File: src/rtl/fetch_queue.sv
// rtl/fetch_queue.sv - instruction fetch front end: PC generation, in-order memory requests, decode FIFO
module fetch_queue #(
    parameter int          DEPTH           = 4,
    parameter int          MAX_OUTSTANDING = 2,
    parameter logic [31:0] RESET_PC        = 32'h0000_0000,
    parameter logic [31:0] BUBBLE          = 32'h0000_0013
) (
    input  logic        clk,
    input  logic        reset,
    output logic        imem_req,
    output logic [31:0] imem_addr,
    input  logic        imem_gnt,
    input  logic        imem_rvalid,
    input  logic [31:0] imem_rdata,
    input  logic        redirect_valid,
    input  logic [31:0] redirect_target,
    output logic        id_valid,
    input  logic        id_ready,
    output logic [31:0] id_pc,
    output logic [31:0] id_inst,
    output logic        fetch_err
);

    localparam int PW = (DEPTH > 1) ? $clog2(DEPTH) : 1;
    localparam int CW = $clog2(DEPTH + 1);
    localparam int OW = $clog2(MAX_OUTSTANDING + 1);

    logic [31:0]   req_pc;
    logic [31:0]   resp_pc;
    logic [31:0]   fifo_pc   [DEPTH];
    logic [31:0]   fifo_inst [DEPTH];
    logic [PW-1:0] rd_ptr;
    logic [PW-1:0] wr_ptr;
    logic [CW-1:0] count;
    logic [OW-1:0] outstanding;
    logic [OW-1:0] drop;
    logic          err;

    logic rsp_ok;
    logic issue_ok;
    logic grant;
    logic push;
    logic pop;

    // Issue guard reserves a FIFO slot for every in-flight request, so responses never stall.
    always_comb begin
        rsp_ok    = imem_rvalid && (outstanding != '0);
        issue_ok  = (32'(outstanding) < MAX_OUTSTANDING)
                 && ((32'(count) + 32'(outstanding)) < DEPTH);
        imem_req  = !reset && !redirect_valid && issue_ok;
        imem_addr = req_pc;
        grant     = imem_req && imem_gnt;
        push      = rsp_ok && (drop == '0) && !redirect_valid;
        id_valid  = !reset && (count != '0) && !redirect_valid;
        pop       = id_valid && id_ready;
        id_pc     = id_valid ? fifo_pc[rd_ptr] : 32'h0;
        id_inst   = id_valid ? fifo_inst[rd_ptr] : BUBBLE;
        fetch_err = err;
    end

    always_ff @(posedge clk) begin
        if (push) begin
            fifo_pc[wr_ptr]   <= resp_pc;
            fifo_inst[wr_ptr] <= imem_rdata;
        end
    end

    always_ff @(posedge clk or posedge reset) begin
        if (reset) begin
            req_pc      <= RESET_PC;
            resp_pc     <= RESET_PC;
            rd_ptr      <= '0;
            wr_ptr      <= '0;
            count       <= '0;
            outstanding <= '0;
            drop        <= '0;
            err         <= 1'b0;
        end else begin
            if (imem_rvalid && (outstanding == '0)) begin
                err <= 1'b1;
            end
            if (redirect_valid) begin
                // Every response still due after this cycle belongs to the old path.
                req_pc      <= {redirect_target[31:2], 2'b00};
                resp_pc     <= {redirect_target[31:2], 2'b00};
                rd_ptr      <= '0;
                wr_ptr      <= '0;
                count       <= '0;
                outstanding <= outstanding - OW'(rsp_ok);
                drop        <= outstanding - OW'(rsp_ok);
            end else begin
                if (grant) begin
                    req_pc <= req_pc + 32'd4;
                end
                outstanding <= outstanding + OW'(grant) - OW'(rsp_ok);
                if (rsp_ok && (drop != '0)) begin
                    drop <= drop - OW'(1);
                end
                if (push) begin
                    wr_ptr  <= wr_ptr + PW'(1);
                    resp_pc <= resp_pc + 32'd4;
                end
                if (pop) begin
                    rd_ptr <= rd_ptr + PW'(1);
                end
                count <= count + CW'(push) - CW'(pop);
            end
        end
    end

endmodule
File: config.mk
export PLATFORM = sky130hd
export DESIGN_NAME = fetch_queue
export DESIGN_NICKNAME = d
export VERILOG_FILES = /design/src/rtl/fetch_queue.sv
export SDC_FILE = /design/constraint.sdc
export NUM_CORES = 1
export LEC_CHECK = 0
export ABC_AREA = 1
export BUFFER_PORTS_ARGS = -buffer_cell sky130_fd_sc_hd__buf_2
export CAP_MARGIN = 40
export CELL_PAD_IN_SITES_DETAIL_PLACEMENT = 0
export CELL_PAD_IN_SITES_GLOBAL_PLACEMENT = 2
export CORE_UTILIZATION = 37
export DETAILED_ROUTE_END_ITERATION = 16
export GPL_ROUTABILITY_DRIVEN = 0
export PLACE_DENSITY = 0.88
export SYNTH_ARGS = -nofsm -noshare
export SYNTH_HDL_FRONTEND = slang
export SYNTH_SLANG_ARGS = --single-unit
export TNS_END_PERCENT = 50
File: constraint.sdc
create_clock -name clk -period 5.7 [get_ports clk]
set_clock_uncertainty 0.15 [all_clocks]
set_input_delay 1.14 -clock clk [delete_from_list [all_inputs] [get_ports clk]]
set_output_delay 1.14 -clock clk [all_outputs]
set_load 0.05 [all_outputs]
==> results of run 1 <==
-- cell usage in the layout (no fill, tap or decap), types with 10 or more instances in the layout --
cell type	instances
sky130_fd_sc_hd__nand4_1	15
sky130_fd_sc_hd__edfxtp_1	248
sky130_fd_sc_hd__nor2_1	318
sky130_fd_sc_hd__xor2_1	11
sky130_fd_sc_hd__nand3_1	71
sky130_fd_sc_hd__nor2_4	10
sky130_fd_sc_hd__inv_2	10
sky130_fd_sc_hd__nor2_2	12
sky130_fd_sc_hd__dfrtp_1	70
sky130_fd_sc_hd__ha_1	13
sky130_fd_sc_hd__o21ai_0	150
sky130_fd_sc_hd__clkbuf_16	39
sky130_fd_sc_hd__o21bai_1	12
sky130_fd_sc_hd__a21oi_1	80
sky130_fd_sc_hd__inv_1	86
sky130_fd_sc_hd__nand2_1	232
sky130_fd_sc_hd__nor3_1	11
sky130_fd_sc_hd__buf_2	162
-- worst paths after layout --
kind / to / depth (start not counted) / from
min reg2reg: fetch_err / 1 / fetch_err
max in group asynchronous: resp_pc[2] / 4 / reset
max: id_inst[1] / 5 / rd_ptr[0]
min: fetch_err / 1 / fetch_err
max reg2reg: count[2] / 12 / outstanding[1]
min in group asynchronous: fetch_err / 2 / reset
-- critical path, stage by stage, from the launching register on --
cell and delay, ns:
sky130_fd_sc_hd__dfrtp_4 0.68, sky130_fd_sc_hd__inv_2 0.60, sky130_fd_sc_hd__buf_4 0.46, sky130_fd_sc_hd__nor2_1 0.06
sky130_fd_sc_hd__o311ai_0 0.39, sky130_fd_sc_hd__buf_2 0.36
-- report_power, final --
part | total (mW) | internal (mW) | switching (mW)
Clock | 2.22 | 1.32 | 0.901
Combinational | 1.03 | 0.280 | 0.754
Sequential | 2.95 | 2.74 | 0.212
Total | 6.20 | 4.34 | 1.87
-- kinds of logic after synthesis --
| kind of cell | count (synthesis) | share of synthesized area (%) |
|---|---|---|
| flip-flops | 320 | 63.6 |
| AND/OR/NAND/NOR | 685 | 19.5 |
| AO/OA/AOI/OAI | 268 | 9.86 |
| adder cells (fa/ha/maj) | 14 | 1.26 |
| other | 1 | 0.0258 |
| buffers and inverters | 165 | 4.88 |
| XOR/XNOR | 15 | 0.903 |
-- metal layers --
layer  share of wire [%]  track usage, %  wire (µm)
met5                   0               0          0
met4                 1.8            4.50        676
met3                 4.6            2.73       1710
met2                  47            31.5      17700
met1                  46            25.7      17400
-- per-stage QoR --
stage	instance area, µm²	instances	util (%)	total power, mW	setup WS, ns
floorplan	14600	1471	-	3.70	0.672
global placement	15900	2095	40.9	4.01	1.38
detailed placement	15900	2098	41.1	4.04	1.46
CTS	17100	2162	44.1	6.28	1.23
global route	17100	2162	44.1	6.51	1.05
finish	17100	2162	44.1	6.20	1.31
-- registers in the layout (all words and copies together) (netlist names), 3 cells and up --
signal	count
fifo_inst	128
fifo_pc	120
imem_addr	30
resp_pc	30
count	3
-- final cells by class --
type | instances | area share [%]
repair buffers | 177 | 5.97
clock buffers | 49 | 6.05
multi-input cells | 986 | 27.1
well taps | 518 | 3.80
inverters | 97 | 2.16
flip-flops and latches | 320 | 54.2
clock inverters | 15 | 0.689
==> summary.log, run 1 <==
[floorplan] Initial Util 37.6%
[route] detailed-route vias per instance 4.94
[synthesis] Synth area leader sky130_fd_sc_hd__edfxtp_1
[cells_and_area] NumNets Final 1702
[timing] worst hold slack 0.301 ns
[synthesis] ranking of synthesized cells by instance count sky130_fd_sc_hd__nor2_1, sky130_fd_sc_hd__edfxtp_1, sky130_fd_sc_hd__nand2_1, sky130_fd_sc_hd__o21ai_0, sky130_fd_sc_hd__inv_1
[worst_setup_path] element type at the critical path end output pin
[floorplan] site row count 72
[cells_and_area] fraction of final layout cells with drive strength greater than 1 16.8%
[power] ratio of total power to cell area 363 mW/mm²
[global_route] remaining global-route overflow 0
[clock_tree] # resized after CTS 0
[timing] post-route fraction of the period consumed by the critical path 77.1%
[cells_and_area] number of filler instances in the final layout 3685
[cells_and_area] Multi-input gate area 0.00463 mm²
[synthesis] number of synthesized flops with an enable pin 248
[clock_tree] cell at the root of the clock tree sky130_fd_sc_hd__clkbuf_16
[synthesis] Synth Register Bits 320
[timing] count of endpoints failing setup in the final report 0
[synthesis] leading cell types by total area after synthesis sky130_fd_sc_hd__edfxtp_1, sky130_fd_sc_hd__dfrtp_1, sky130_fd_sc_hd__nor2_1, sky130_fd_sc_hd__nand2_1, sky130_fd_sc_hd__o21ai_0
[route] number of DRC markers in iteration 0 604
[worst_setup_path] WP data arrival 3.10 ns
[clock_tree] buffer depth of the longest clock path 3
[synthesis] most frequent cell after synthesis sky130_fd_sc_hd__nor2_1
[placed_design] Detailed Place HPWL 23500 µm
[worst_setup_path] highest fanout seen on the critical path 45
[clock_tree] clock network latency to the later pin of the worst-skew pair 0.52 ns
[synthesis] count of yosys warnings during synthesis 0
[global_route] GR Util All Layers 18.8%
[clock_tree] H-tree level count 2
[route] DR WL/cell 17.3 µm
[synthesis] ys flop type sky130_fd_sc_hd__edfxtp_1
[floorplan] die area 0.0401 mm²
[synthesis] synthesized area 0.0146 mm²
[timing] unrepaired setup endpoints after global routing false
[worst_setup_path] R2R Setup Slk 2.76 ns
[route] number of nets with antenna violations after routing 0
[placed_design] total of buffers placed on input and output ports 162
[worst_setup_path] Startpoint Class register
[floorplan] die width 200 µm
[clock_tree] total clock buffers created by CTS 36
[timing] Final Max Slew Viols 0
[synthesis] post-synthesis average cell area 9.91 µm²
[synthesis] sequential share of the synthesized area 63.6%
[floorplan] Die Ht 200 µm
[timing] Max Fclk 228 MHz
[cells_and_area] Synth-to-Final Area Change 17.3%
[hold_path] Tightest Hold Check Type register to register
[global_route] via count of the first global-routing pass 10.5k
[route] Remaining DRCs 0
[run] Max Cap Viol 0
[route] length of the first detailed-routing pass in iterations 4
[worst_setup_path] required time worst endpoint 4.41 ns
[timing] Setup TNS Final 0 ns
[timing] final count of hold timing violations 0
[timing] post-layout min period 4.39 ns
[synthesis] area fraction of the dominant cell type after synthesis 51.2%
[synthesis] cell count after synthesis 1468
[global_route] largest net degree at the start of global routing 83
[floorplan] area of the core region 0.0387 mm²
[route] vias post-DR 10.7k
[run_status] outcome finished clean
[timing] actual slew at the worst max-slew pin 0.896 ns
[synthesis] Async S/R FF share, synth 22.5%
[route] detailed-route wire length 37500 µm
[clock_tree] number of buffers inserted to repair setup after CTS 0
[clock_tree] Hold-fix buffers, CTS 0
[clock_tree] clock edge transition at the registers on the reported setup and hold paths 0.06 ns
[worst_setup_path] critical path class register to output pin
[power] maximum vdd drop 0.182 mV
[power] LEAKAGE 6.76 nW
[clock_tree] CTS sink count 320
[global_route] initial antenna violation count 0
[clock_tree] TritonCTS clock tree built
[cells_and_area] Seq. cell area 0.00925 mm²
[floorplan] number of top-level pins 169
[global_route] first-pass GRT wire length 59100 µm
[cells_and_area] number of antenna diodes 0
[synthesis] Synth cell types 41
[timing] worst max-slew margin expressed relative to the limit 40.3%
Power figures use the tool's default switching activity.
==> run 2, diff against run 1 <==
--- a/config.mk
+++ b/config.mk
@@ -5,12 +5,12 @@
 export SDC_FILE = /design/constraint.sdc
 export NUM_CORES = 1
 export LEC_CHECK = 0
-export ABC_AREA = 1
+export ABC_AREA = 0
 export BUFFER_PORTS_ARGS = -buffer_cell sky130_fd_sc_hd__buf_2
 export CAP_MARGIN = 40
 export CELL_PAD_IN_SITES_DETAIL_PLACEMENT = 0
 export CELL_PAD_IN_SITES_GLOBAL_PLACEMENT = 2
-export CORE_UTILIZATION = 37
+export CORE_UTILIZATION = 42
 export DETAILED_ROUTE_END_ITERATION = 16
 export GPL_ROUTABILITY_DRIVEN = 0
 export PLACE_DENSITY = 0.88
==> constraint.sdc (replaced) <==
create_clock -name clk -period 4.55 [get_ports clk]
set_clock_uncertainty 0.15 [all_clocks]
set_input_delay 0.91 -clock clk [delete_from_list [all_inputs] [get_ports clk]]
set_output_delay 0.91 -clock clk [all_outputs]
set_load 0.05 [all_outputs]
==> summary.log, run 2 <==
[synthesis] Synth area leader sky130_fd_sc_hd__edfxtp_1
[power] LEAKAGE 5.86 nW [-13%]
[placed_design] Cell Area, Placed 0.0149 mm² [-6.7%]
[clock_tree] # resized after CTS 0 [unchanged]
[clock_tree] TritonCTS clock tree built
[clock_tree] CTS sink count 320 [unchanged]
[route] Remaining DRCs 0 [unchanged]
[cells_and_area] largest register by flop count fifo_inst
[power] Total Power 7.50 mW [+21%]
[floorplan] area of the core region 0.0316 mm² [-19%]
[global_route] first-pass GRT wire length 45400 µm [-23%]
[worst_setup_path] maximum cell stage delay along the critical path 0.79 ns [+0.11 ns]
[worst_setup_path] Register-to-Register Path Depth 10 [-2]
[cells_and_area] commonest cells after routing, fill and taps aside sky130_fd_sc_hd__edfxtp_1, sky130_fd_sc_hd__buf_2, sky130_fd_sc_hd__dfrtp_1
[cells_and_area] Synth-to-Final Area Change 19.2%
[cells_and_area] NumNets Final 1089 [-36%]
[placed_design] total of buffers placed on input and output ports 162 [unchanged]
[clock_tree] H-tree level count 2 [unchanged]
[floorplan] site row count 65 [-9.7%]
[route] vias post-DR 7647 [-28%]
[run_status] outcome finished clean
[placed_design] Detailed Place HPWL 18700 µm [-20%]
[clock_tree] cell at the root of the clock tree sky130_fd_sc_hd__clkbuf_16
[floorplan] number of top-level pins 169 [unchanged]
[worst_setup_path] series of cell instances along the critical path buf_4 -> mux4_2 -> and2_1 -> buf_2
[worst_setup_path] required time worst endpoint 3.49 ns [-0.92 ns]
[synthesis] area fraction of the dominant cell type after synthesis 55.3% [+4.1 points]
[placed_design] placed instance count 1369 [-35%]
[synthesis] ranking of synthesized cells by instance count sky130_fd_sc_hd__edfxtp_1, sky130_fd_sc_hd__dfrtp_1, sky130_fd_sc_hd__and2_1, sky130_fd_sc_hd__mux4_2, sky130_fd_sc_hd__nand2_1
[timing] worst max-slew margin expressed relative to the limit 41.1% [+0.78 points]
[cells_and_area] leading cell type in the layout, fill and taps excluded sky130_fd_sc_hd__edfxtp_1
[synthesis] Async S/R FF share, synth 22.5% [unchanged]
[cells_and_area] Largest register FFs 128 [unchanged]
[global_route] largest net degree at the start of global routing 55 [-34%]
[worst_setup_path] Startpoint Class register
[synthesis] most frequent cell after synthesis sky130_fd_sc_hd__edfxtp_1
[synthesis] synthesized area 0.0135 mm² [-7.4%]
[hold_path] number of stages on the worst hold path 1 [unchanged]
[route] number of nets with antenna violations after routing 0 [unchanged]
[clock_tree] clock edge transition at the registers on the reported setup and hold paths 0.06 ns [about the same]
[placed_design] Post-Place Setup Slack 1.19 ns [-0.266 ns]
[synthesis] cell count after synthesis 829 [-44%]
[synthesis] count of yosys warnings during synthesis 0 [unchanged]
[timing] worst hold slack 0.313 ns [+0.0115 ns]
[global_route] remaining global-route overflow 0 [unchanged]
[synthesis] Synth cell types 49 [+20%]
[route] detailed-route wire length 29200 µm [-22%]
[timing] Max Fclk 268 MHz
[route] DR WL/cell 20.3 µm [+17%]
[global_route] initial antenna violation count 0 [unchanged]
[global_route] GR Util All Layers 18.3% [-0.55 points]
[worst_setup_path] critical path class register to output pin
[timing] actual slew at the worst max-slew pin 0.872 ns [-0.0239 ns]
[cells_and_area] leading registers by flop count fifo_inst: 128 flops, fifo_pc: 120 flops
[timing] count of endpoints failing setup in the final report 0 [unchanged]
[floorplan] Die Ht 181 µm [-9.6%]
[clock_tree] buffer depth of the longest clock path 3 [unchanged]
[floorplan] die width 181 µm [-9.6%]
[timing] final count of hold timing violations 0 [unchanged]
[worst_setup_path] CP delay by family, top flip-flops
[worst_setup_path] WP data arrival 2.67 ns [-0.43 ns]
[clock_tree] Hold-fix buffers, CTS 0 [unchanged]
[timing] Setup TNS Final 0 ns [unchanged]
[route] number of DRC markers in iteration 0 472 [-22%]
[clock_tree] clock network latency to the later pin of the worst-skew pair 0.51 ns [about the same]
[worst_setup_path] Critical Path Stages 4 [-1]
[route] detailed-route vias per instance 5.33 [+7.9%]
[hold_path] Tightest Hold Check Type register to register
[run] Max Cap Viol 0 [unchanged]
[route] length of the first detailed-routing pass in iterations 5 [+1]
[synthesis] post-synthesis average cell area 16.3 µm² [+64%]
[timing] post-route fraction of the period consumed by the critical path 81.9%
[timing] setup ws final 0.824 ns [-0.484 ns]
[synthesis] leading cell types by total area after synthesis sky130_fd_sc_hd__edfxtp_1, sky130_fd_sc_hd__dfrtp_1, sky130_fd_sc_hd__mux4_2, sky130_fd_sc_hd__and2_1, sky130_fd_sc_hd__xor2_1
[clock_tree] number of buffers inserted to repair setup after CTS 0 [unchanged]
[power] ratio of total power to cell area 467 mW/mm² [+28%]
[synthesis] Synth Register Bits 320 [unchanged]
[timing] post-layout min period 3.73 ns
[cells_and_area] final instance area 0.0161 mm² [-5.9%]
[floorplan] die area 0.0328 mm² [-18%]
[timing] Final Max Slew Viols 0 [unchanged]
[worst_setup_path] highest fanout seen on the critical path 27 [-40%]
[global_route] via count of the first global-routing pass 7828 [-26%]
[cells_and_area] post-route core utilization 50.9% [+6.8 points]
[clock_tree] total clock buffers created by CTS 36 [unchanged]
[floorplan] Initial Util 42.7% [+5.1 points]
[cells_and_area] fraction of final layout cells with drive strength greater than 1 31.4% [+15 points]
[power] maximum vdd drop 0.238 mV [+31%]
[worst_setup_path] buffers and inverters on the worst path 2 [-1]
[synthesis] number of synthesized flops with an enable pin 248 [unchanged]
[synthesis] ys flop type sky130_fd_sc_hd__edfxtp_1
[worst_setup_path] element type at the critical path end output pin
[timing] unrepaired setup endpoints after global routing false
[synthesis] sequential share of the synthesized area 68.7% [+5.1 points]
[cells_and_area] final non-filler cell total 1435 [-34%]
[worst_setup_path] worst-path cell with the longest stage delay sky130_fd_sc_hd__dfrtp_4
-- run 2: cell types whose count changed in the layout (fill, tap and decap cells not counted), moves of 65 or more --
| cell | before | now |
|---|---|---|
| sky130_fd_sc_hd__nor2_1 | 318 | 20 |
| sky130_fd_sc_hd__nand2_1 | 232 | 47 |
| sky130_fd_sc_hd__o21ai_0 | 150 | 35 |
| sky130_fd_sc_hd__inv_1 | 86 | 11 |
| sky130_fd_sc_hd__a21oi_1 | 80 | 6 |
| sky130_fd_sc_hd__and2_1 | 0 | 65 |
-- run 2: worst paths after layout --
kind / startpoint / endpoint / slack, ns
max: rd_ptr[0] / id_inst[17] / 0.82
min: fetch_err / fetch_err / 0.31
max reg2reg: outstanding[1] / outstanding[1] / 1.56
min reg2reg: fetch_err / fetch_err / 0.31
max in group asynchronous: reset / wr_ptr[0] / 3.07
min in group asynchronous: reset / imem_addr[22] / 0.39
-- run 2: logic make-up after synthesis --
logic type               count (synthesis)  synth area share (%)
AND/OR/NAND/NOR                        236                  9.86
adder cells (fa/ha/maj)                 14                  1.36
other                                    1                0.0278
XOR/XNOR                                59                  3.84
buffers and inverters                   59                  1.90
flip-flops                             320                  68.7
AO/OA/AOI/OAI                           63                  2.77
multiplexers                            77                  11.6
-- run 2: where the power goes --
part           switching [mW]  internal, mW
Sequential              0.172          3.36
Combinational           0.706         0.373
Clock                    1.11          1.78
-- run 2: per-layer routing --
| metal | part of all wire, % | wire (µm) | global-route usage [%] |
|---|---|---|---|
| met5 | 0 | 0 | 0 |
| met4 | 2.1 | 613 | 5.29 |
| met3 | 6.1 | 1780 | 3.43 |
| met2 | 49 | 14200 | 30.8 |
| met1 | 43 | 12500 | 24.1 |
-- run 2: layout make-up --
| class | instances | area, µm² |
|---|---|---|
| Clock inverter | 14 | 151 |
| Sequential cell | 320 | 9250 |
| Clock buffer | 51 | 1050 |
| Fill cell | 2693 | 15500 |
| Multi-Input combinational cell | 453 | 4010 |
| Timing Repair Buffer | 180 | 1040 |
| Inverter | 14 | 52.6 |
| Antenna cell | 1 | 2.50 |
| Tap cell | 402 | 503 |
-- run 2: worst register-to-register path: cells and delay by family (launching register included) --
family	cells	cell delay, ns
buf+inv	2	0.21
flops	1	0.50
compound gates	1	0.18
simple gates	2	0.85
fa+ha+maj	3	0.76
xor+xnor	2	0.28
==> run 3, diff against run 2 <==
==> constraint.sdc (replaced) <==
create_clock -name clk -period 3.7 [get_ports clk]
set_clock_uncertainty 0.15 [all_clocks]
set_input_delay 0.74 -clock clk [delete_from_list [all_inputs] [get_ports clk]]
set_output_delay 0.74 -clock clk [all_outputs]
set_load 0.05 [all_outputs]
==> summary.log, run 3 (synthesis results as in run 2) <==
[clock_tree] clock network latency to the later pin of the worst-skew pair 0.51 ns [about the same]
[clock_tree] H-tree level count 2 [unchanged]
[timing] Final Max Slew Viols 0 [unchanged]
[clock_tree] Hold-fix buffers, CTS 0 [unchanged]
[clock_tree] TritonCTS clock tree built
[cells_and_area] NumNets Final 1097 [+0.73%]
[timing] actual slew at the worst max-slew pin 1.02 ns [+0.150 ns]
[route] detailed-route vias per instance 5.34 [+0.13%]
[worst_setup_path] maximum cell stage delay along the critical path 0.73 ns [-0.06 ns]
[clock_tree] clock edge transition at the registers on the reported setup and hold paths 0.06 ns [about the same]
[power] maximum vdd drop 0.294 mV [+24%]
[power] fraction of power consumed by sequential logic 46.0% [-1.0 points]
[worst_setup_path] CP delay by family, top flip-flops
[cells_and_area] fraction of final layout cells with drive strength greater than 1 32.0% [+0.62 points]
[worst_setup_path] R2R Path Start outstanding[1]
[timing] worst max-slew margin expressed relative to the limit 30.9% [-10 points]
[floorplan] die width 181 µm [unchanged]
[run_status] outcome finished clean
[run] Max Cap Viol 0 [unchanged]
[cells_and_area] final non-filler cell total 1443 [+0.56%]
[cells_and_area] leading cell type in the layout, fill and taps excluded sky130_fd_sc_hd__edfxtp_1
[clock_tree] number of buffers inserted to repair setup after CTS 0 [unchanged]
[floorplan] die area 0.0328 mm² [unchanged]
[timing] post-layout min period 3.39 ns
[hold_path] Tightest Hold Check Type input port to asynchronous set/reset pin
[global_route] remaining global-route overflow 0 [unchanged]
[route] number of nets with antenna violations after routing 0 [unchanged]
[clock_tree] buffer depth of the longest clock path 3 [unchanged]
[cells_and_area] Largest register FFs 128 [unchanged]
[clock_tree] # resized after CTS 0 [unchanged]
[clock_tree] cell at the root of the clock tree sky130_fd_sc_hd__clkbuf_16
[floorplan] Die Ht 181 µm [unchanged]
[cells_and_area] leading registers by flop count fifo_inst: 128 flops, fifo_pc: 120 flops
[power] clock power share 39.2% [+0.6 points]
[global_route] GR Util All Layers 18.6% [+0.30 points]
[cells_and_area] commonest cells after routing, fill and taps aside sky130_fd_sc_hd__edfxtp_1, sky130_fd_sc_hd__buf_2, sky130_fd_sc_hd__dfrtp_1
[global_route] largest net degree at the start of global routing 66 [+20%]
[worst_setup_path] required time worst endpoint 2.81 ns [-0.68 ns]
[worst_setup_path] critical path class register to output pin
[placed_design] Detailed Place HPWL 19400 µm [+3.7%]
[timing] Setup TNS Final 0 ns [unchanged]
[clock_tree] total clock buffers created by CTS 35 [-2.8%]
[floorplan] area of the core region 0.0316 mm² [unchanged]
[route] number of DRC markers in iteration 0 485 [+2.8%]
[floorplan] site row count 65 [unchanged]
[timing] unrepaired setup endpoints after global routing false
[placed_design] total of buffers placed on input and output ports 162 [unchanged]
[route] length of the first detailed-routing pass in iterations 5 [unchanged]
[worst_setup_path] WP data arrival 2.50 ns [-0.17 ns]
[floorplan] number of top-level pins 169 [unchanged]
[route] detailed-route wire length 29600 µm [+1.6%]
[worst_setup_path] source of the critical timing path rd_ptr[0]
[worst_setup_path] highest fanout seen on the critical path 25 [-7.4%]
[cells_and_area] final instance area 0.0163 mm² [+1.5%]
[clock_tree] CTS sink count 320 [unchanged]
[timing] worst hold slack 0.156 ns [-0.157 ns]
[cells_and_area] Synth-to-Final Area Change 21.1%
[worst_setup_path] worst-path cell with the longest stage delay sky130_fd_sc_hd__dfrtp_4
[placed_design] placed instance count 1378 [+0.66%]
[route] Remaining DRCs 0 [unchanged]
[power] LEAKAGE 5.92 nW [+1.1%]
[timing] final count of hold timing violations 0 [unchanged]
[worst_setup_path] series of cell instances along the critical path buf_12 -> mux4_2 -> and2_1 -> buf_2
[global_route] via count of the first global-routing pass 7876 [+0.61%]
[global_route] initial antenna violation count 0 [unchanged]
[power] ratio of total power to cell area 578 mW/mm² [+24%]
[timing] Max Fclk 295 MHz
[worst_setup_path] Startpoint Class register
[power] cell internal pwr 6.93 mW [+26%]
[power] share of total power in combinational logic 14.8% [+0.4 points]
[timing] post-route fraction of the period consumed by the critical path 91.7%
[worst_setup_path] buffers and inverters on the worst path 2 [unchanged]
[floorplan] Initial Util 42.7% [unchanged]
[route] vias post-DR 7700 [+0.69%]
[route] DR WL/cell 20.5 µm [+0.99%]
[placed_design] Cell Area, Placed 0.0151 mm² [+1.4%]
[power] NetSw 2.49 mW [+25%]
[cells_and_area] largest register by flop count fifo_inst
[timing] count of endpoints failing setup in the final report 0 [unchanged]
[power] switching power as a share of total power 26.4% [-0.089 points]
[global_route] first-pass GRT wire length 46000 µm [+1.3%]
[worst_setup_path] element type at the critical path end output pin
-- run 3: power by group through the flow --
stage	combinational [mW]	clock, mW	sequential, mW
2_1_floorplan	0.903	0	4.46
3_3_place_gp	1.39	0	4.39
3_5_place_dp	1.41	0	4.41
4_1_cts	1.41	3.77	4.34
5_1_grt	1.50	3.92	4.37
6_report	1.39	3.69	4.34
-- run 3: area by class of cell --
cell class	count	area [µm²]
Clock buffer	45	945
Antenna cell	1	2.50
Tap cell	402	503
Multi-Input combinational cell	453	4000
Sequential cell	320	9250
Fill cell	2615	15200
Timing Repair Buffer	189	1270
Inverter	14	52.6
Clock inverter	19	287
-- run 3: worst reg2reg max path, delay by kind of cell (launching register included) --
kind | cells | cell delay [ns]
AO/OA/AOI/OAI | 1 | 0.18
XOR/XNOR | 2 | 0.26
adder cells (fa/ha/maj) | 3 | 0.73
buffers and inverters | 2 | 0.09
flip-flops | 1 | 0.52
AND/OR/NAND/NOR | 2 | 0.87
-- run 3: metrics by stage --
stage / worst slack, ns / total power, mW / utilization (%)
6_report: 0.307 / 9.42 / 51.7
5_1_grt: 0.161 / 9.79 / 51.7
4_1_cts: 0.245 / 9.52 / 51.7
3_5_place_dp: 0.689 / 5.82 / 47.8
3_3_place_gp: 0.710 / 5.78 / 47.8
2_1_floorplan: 0.0267 / 5.36 / -
-- run 3: worst paths after layout --
kind / endpoint / slack (ns) / cells after the start
max: id_inst[6] / 0.31 / 4
min: imem_addr[8] / 0.16 / 2
max reg2reg: outstanding[1] / 0.82 / 10
min reg2reg: fetch_err / 0.31 / 1
max in group asynchronous: rd_ptr[1] / 2.49 / 3
min in group clk: fifo_inst[1][0] / 0.29 / 1
-- run 3: layer usage --
layer	GRT usage [%]	wire length (µm)
met1	24.9	12800
met2	31.0	14500
met3	3.25	1610
met4	5.56	701
met5	0	0
